File: src/rtl/lsu_controller.sv
// Load/store sequencer between the MEM stage and a valid/ready data-memory bus.
// Handles one access at a time: decode, alignment check, bus cycle with timeout, extended response.
module lsu_controller #(
  parameter int TIMEOUT_CYCLES = 64
) (
  input  logic        clk,
  input  logic        rst,
  input  logic        req_valid,
  output logic        req_ready,
  input  logic [3:0]  access_type,
  input  logic [31:0] req_addr,
  input  logic [31:0] req_wdata,
  output logic        resp_valid,
  input  logic        resp_ready,
  output logic [31:0] resp_rdata,
  output logic        resp_err,
  output logic [1:0]  resp_cause,
  output logic        mem_valid,
  output logic        mem_we,
  output logic [31:0] mem_addr,
  output logic [3:0]  mem_wstrb,
  output logic [31:0] mem_wdata,
  input  logic        mem_ready,
  input  logic [31:0] mem_rdata
);
  localparam logic [3:0] T_LB  = 4'h0;
  localparam logic [3:0] T_LH  = 4'h1;
  localparam logic [3:0] T_LW  = 4'h2;
  localparam logic [3:0] T_LBU = 4'h4;
  localparam logic [3:0] T_LHU = 4'h5;
  localparam logic [3:0] T_SB  = 4'h8;
  localparam logic [3:0] T_SH  = 4'h9;
  localparam logic [3:0] T_SW  = 4'hA;

  localparam int CW = (TIMEOUT_CYCLES > 0) ? $clog2(TIMEOUT_CYCLES + 1) : 1;
  localparam logic [CW-1:0] CNT_LAST = (TIMEOUT_CYCLES > 0) ? CW'(TIMEOUT_CYCLES - 1) : '0;
  localparam logic [CW-1:0] CNT_MAX  = '1;

  typedef enum logic [1:0] {S_IDLE, S_BUS, S_RESP} state_e;

  state_e        state_q, state_d;
  logic [CW-1:0] cnt_q, cnt_d;
  logic [31:0]   rdata_q, rdata_d;
  logic          err_q, err_d;
  logic [1:0]    cause_q, cause_d;
  logic [3:0]    type_q;
  logic [31:0]   addr_q;
  logic [31:0]   wdata_q;

  function automatic logic is_load(input logic [3:0] t);
    return (t == T_LB) || (t == T_LH) || (t == T_LW) || (t == T_LBU) || (t == T_LHU);
  endfunction

  function automatic logic is_store(input logic [3:0] t);
    return (t == T_SB) || (t == T_SH) || (t == T_SW);
  endfunction

  // Size lives in t[1:0] for both loads and stores: 0 byte, 1 half, 2 word.
  function automatic logic misaligned(input logic [3:0] t, input logic [1:0] a);
    return ((t[1:0] == 2'd1) && a[0]) || ((t[1:0] == 2'd2) && (a != 2'd0));
  endfunction

  function automatic logic [31:0] extract(input logic [3:0] t, input logic [1:0] a,
                                          input logic [31:0] word);
    logic [31:0] s;
    s = word >> {a, 3'b000};
    case (t)
      T_LB:    return {{24{s[7]}}, s[7:0]};
      T_LBU:   return {24'h0, s[7:0]};
      T_LH:    return {{16{s[15]}}, s[15:0]};
      T_LHU:   return {16'h0, s[15:0]};
      default: return word;
    endcase
  endfunction

  always_ff @(posedge clk or posedge rst) begin
    if (rst) begin
      state_q <= S_IDLE;
      cnt_q   <= '0;
      rdata_q <= '0;
      err_q   <= 1'b0;
      cause_q <= 2'd0;
    end else begin
      state_q <= state_d;
      cnt_q   <= cnt_d;
      rdata_q <= rdata_d;
      err_q   <= err_d;
      cause_q <= cause_d;
    end
  end

  always_ff @(posedge clk) begin
    if (state_q == S_IDLE && req_valid) begin
      type_q  <= access_type;
      addr_q  <= req_addr;
      wdata_q <= req_wdata;
    end
  end

  always_comb begin
    state_d = state_q;
    cnt_d   = cnt_q;
    rdata_d = rdata_q;
    err_d   = err_q;
    cause_d = cause_q;
    case (state_q)
      S_IDLE: begin
        if (req_valid) begin
          rdata_d = '0;
          err_d   = 1'b0;
          cause_d = 2'd0;
          cnt_d   = '0;
          if (!is_load(access_type) && !is_store(access_type)) begin
            state_d = S_RESP;
          end else if (misaligned(access_type, req_addr[1:0])) begin
            state_d = S_RESP;
            err_d   = 1'b1;
            cause_d = 2'd1;
          end else begin
            state_d = S_BUS;
          end
        end
      end
      S_BUS: begin
        // A completion in the same cycle as the timeout takes priority.
        if (mem_ready) begin
          state_d = S_RESP;
          rdata_d = is_load(type_q) ? extract(type_q, addr_q[1:0], mem_rdata) : '0;
        end else if ((TIMEOUT_CYCLES != 0) && (cnt_q == CNT_LAST)) begin
          state_d = S_RESP;
          err_d   = 1'b1;
          cause_d = 2'd2;
        end else if (cnt_q != CNT_MAX) begin
          cnt_d = cnt_q + CW'(1);
        end
      end
      S_RESP: begin
        if (resp_ready) state_d = S_IDLE;
      end
      default: state_d = S_IDLE;
    endcase
  end

  always_comb begin
    req_ready  = 1'b0;
    resp_valid = 1'b0;
    resp_rdata = '0;
    resp_err   = 1'b0;
    resp_cause = 2'd0;
    mem_valid  = 1'b0;
    mem_we     = 1'b0;
    mem_addr   = '0;
    mem_wstrb  = '0;
    mem_wdata  = '0;
    case (state_q)
      S_IDLE: req_ready = !rst;
      S_BUS: begin
        mem_valid = 1'b1;
        mem_we    = is_store(type_q);
        mem_addr  = {addr_q[31:2], 2'b00};
        mem_wdata = wdata_q << {addr_q[1:0], 3'b000};
        if (is_store(type_q)) begin
          case (type_q[1:0])
            2'd0:    mem_wstrb = 4'b0001 << addr_q[1:0];
            2'd1:    mem_wstrb = 4'b0011 << addr_q[1:0];
            default: mem_wstrb = 4'b1111;
          endcase
        end
      end
      S_RESP: begin
        resp_valid = 1'b1;
        resp_rdata = rdata_q;
        resp_err   = err_q;
        resp_cause = cause_q;
      end
      default: ;
    endcase
  end
endmodule
File: config.mk
export PLATFORM = sky130hd
export DESIGN_NAME = lsu_controller
export DESIGN_NICKNAME = d
export VERILOG_FILES = /design/src/rtl/lsu_controller.sv
export SDC_FILE = /design/constraint.sdc
export NUM_CORES = 1
export LEC_CHECK = 0
export CAP_MARGIN = 20
export CORE_ASPECT_RATIO = 0.75
export CORE_UTILIZATION = 30
export CTS_BUF_LIST = sky130_fd_sc_hd__clkbuf_8
export DETAILED_ROUTE_END_ITERATION = 12
export PLACE_DENSITY = 0.6
export SLEW_MARGIN = 20
export SYNTH_ARGS = -nofsm -noshare
export SYNTH_HDL_FRONTEND = slang
export SYNTH_SLANG_ARGS = --single-unit
File: constraint.sdc
create_clock -name clk -period 2.1 [get_ports clk]
set_input_delay 0.42 -clock clk [delete_from_list [all_inputs] [get_ports clk]]
set_output_delay 0.42 -clock clk [all_outputs]
set_load 0.005 [all_outputs]
==> out/qor.yml, run 1 <==
status: "finished, violations left"
failed_checks: "setup timing"
irDropWorstVdd_v: 0.000430
ys_ff_latch: 112
synthFlopType: "edfxtp_1"
path_cells: "buf_6 > buf_16 > mux2i_1 > nor2_2 > a21oi_2 > nor2_1 > buf_2"
drive_above_1_share_pct: 45.0
drv_cap: 0
overflow: 0
drcViolationCount: 0
clockRootBuffer: "clkbuf_8"
ys.warnings.count: 0
dieArea_sq_um: 18800
r2r_slack_ns: -0.06
fp.dieH_um: 119
cp-startpoint: "addr_q[1]$_DFFE_PP_"
slew_headroom_pct: 64.9
cellPowerDensity_nw_per_um2: 730
fmaxAchievable_ghz: 0.445
async_flop_share_pct: 39.3
cts_made_buffers: 9
portBuffers: 209
fin_skew_ns: 0.0173
dp_slack_ns: -0.205
coreArea_sq_um: 17800
clockBufferDepth: 2
cp.depth: 7
hold_path.class: "primary input to async pin"
dr.pass1.iters: 4
clock_latency_ns: 0.41
synth.avg_cell_area_sq_um: 11.3
routed_wl_um: 18900
synth_cell_types: 55
power.leakage_uw: 0.00390
drt-initial-drc-count: 229
cp.arrival_ns: 1.83
synth_edf_count: 68
synthCells: 483
viasPerCell: 4.96
grt_pass1_wl_um: 28400
path_clk_slew_ns: 0.12
cp-end-kind: "output pin"
areaGrowthSynthToFinish_pct: 69.8
numClockSinks: 112
cp_num_buf_inv: 3
hold_viol: 0
timing.rr.end: "rdata_q[31]$_DFFE_PP0P_"
htreeDepth: 3
critPathKind: "flip-flop to output pin"
fin_tns_setup_ns: -2.72
crit_required_ns: 1.68
rsz0062_at_grt: "true"
wl_per_cell_um: 18.9
path_delay_family: "flip-flops"
hpwlAfterDp_um: 12700
routabilityCongestion: 0.844
dr_total_vias: 4959
yosysSeqAreaShare_pct: 57.3
io_pins: 212
r2r_cells: 8
fin_crit_sh_pct: 107
nets: 859
crit_fanout: 7
grt_max_degree: 45
tightest_slew_ns: 0.523
fp-row-count: 42
setup_ws_ns: -0.146
min_period_ns: 2.25
floorplan.initialDensity_pct: 30.9
setup_viol: 59
r2r_start: "addr_q[0]$_DFFE_PP_"
netlist_area_sq_um: 5480
antenna_found_initial: 0
crit_path_start_kind: "flip-flop"
grt_pass1_vias: 5169
dieWidth_um: 158
critPathMaxStageDelay_ns: 0.46
grtUsageTotal_pct: 20.1
crit_path_top_delay_cell: "edfxtp_1"
slew_violations: 0
drtAntennaViolNets: 0
ctsHoldBuffers: 0
cp-endpoint: "mem_wdata[22]"
antenna_cells: 0
cts_tree: "built"
## cell families after synthesis
family                     share of synthesized area, %
and+or+nand+nor                                    19.5
DFF                                                57.3
AOI/OAI and AO/OA                                  14.2
buffers and inverters                              3.67
muxes                                              5.00
adders and majority gates                         0.228
other                                            0.0684
## timing repair
| action | CTS | global route |
|---|---|---|
| setup buffers | 35 | 5 |
| hold endpoints to repair | 0 | 0 |
| setup endpoints to repair | 121 | 117 |
| pin swaps | 34 | 32 |
| gates resized for setup | 525 | 111 |
| gates cloned | 7 | 2 |
## layout make-up
class	instances	area, sq um
fill	1610	8450
timing repair buffer	294	2870
clock buffer	9	124
clock inverter	7	83.8
multi-input combinational	330	2750
tap	242	303
sequential	112	3140
inverter	6	37.5
## power by group
group / internal [uW] / switching [uW] / leakage (uW)
clock network: 486 / 871 / 0.000106
registers: 2670 / 177 / 0.00125
logic: 1380 / 1210 / 0.00254
total: 4540 / 2260 / 0.00390
## worst min path at each step
stage	slack (ns)	endpoint	depth (start not counted)
finish	0.41	cause_q[1]$_DFFE_PP0P_	3
global route	0.42	rdata_q[16]$_DFFE_PP0P_	3
CTS	0.37	rdata_q[17]$_DFFE_PP0P_	3
detailed placement	0.45	rdata_q[6]$_DFFE_PP0P_	2
global placement	0.45	rdata_q[6]$_DFFE_PP0P_	2
floorplan	0.43	rdata_q[0]$_DFFE_PP0P_	2
## layout by cell type (no fill, tap or decap), drive strengths merged, types with 4 or more instances in the layout
cell type	synthesis	layout
a211oi	16	16
a21oi	24	24
a221o	16	16
a2bb2oi	7	7
and2	66	66
and3	10	10
buf	12	176
clkbuf	24	16
clkdlybuf4s50	0	104
clkinv	1	4
dfrtp	44	44
dlygate4sd2	0	4
edfxtp	68	68
inv	5	9
mux2i	24	24
nand2	33	33
nand2b	6	6
nand3	10	10
nor2	43	43
nor2b	10	10
o21ai	9	9
o221ai	11	11
or2	4	4
## routing by layer
metal	track usage [%]	up-vias	routed length [um]
li1	-	2317	-
met1	26.2	2403	8130
met2	31.8	219	8790
met3	6.15	20	1710
met4	5.95	0	277
met5	0	-	0
## through the flow
step / instances / area [sq um] / util (%) / hold slack [ns] / power, uW
after detailed placement: 943 / 8170 / 46.0 / 0.453 / 4720
final: 1000 / 9310 / 52.4 / 0.405 / 6800
after CTS: 998 / 8890 / 50.1 / 0.374 / 6680
after floorplan: 484 / 5490 / - / 0.430 / 3670
after global routing: 1000 / 9310 / 52.4 / 0.423 / 7120
after global placement: 943 / 8170 / 46.0 / 0.448 / 4690
## flip-flops by register name, indices dropped and copies added, names as in the netlist
signal,cells
cause_q,2
err_q,1
type_q,4
state_q,2
addr_q,32
rdata_q,32
cnt_q,7
wdata_q,32
## cell usage after synthesis, types with 2 or more instances
cell / count / share of area [%]
a211o_1: 2 / 0.32
a211oi_1: 16 / 2.2
a21o_1: 2 / 0.27
a21oi_1: 24 / 2.2
a221o_1: 16 / 2.9
a22oi_1: 3 / 0.41
a2bb2oi_1: 7 / 1.1
and2_1: 65 / 7.4
and3_1: 10 / 1.1
buf_2: 7 / 0.64
buf_4: 2 / 0.27
buf_6: 3 / 0.62
clkbuf_1: 24 / 1.6
dfrtp_1: 44 / 20
edfxtp_1: 68 / 37
inv_1: 5 / 0.34
mux2i_1: 24 / 4.4
nand2_1: 33 / 2.3
nand2b_1: 6 / 0.68
nand3_1: 10 / 0.91
nand4b_1: 2 / 0.32
nor2_1: 43 / 2.9
nor2b_1: 10 / 1.1
nor3_1: 3 / 0.27
nor3b_1: 2 / 0.27
o21ai_0: 9 / 0.82
o221ai_1: 11 / 1.8
o31ai_1: 2 / 0.27
or2_2: 4 / 0.46
## worst reg2reg max path: stages (launching register included)
cell	delay, ns
edfxtp_1	0.46
buf_6	0.17
buf_6	0.10
buf_4	0.22
mux4_2	0.39
o22ai_4	0.22
nor4_4	0.07
buf_12	0.15
a221o_1	0.27
No activity file was read; power rests on OpenSTA's default activity.
==> run 2, diff against run 1 <==
SLEW_MARGIN = 25   (was 20)
==> results of run 2 <==
The final DEF is identical to that of run 1; final timing and power are the same.
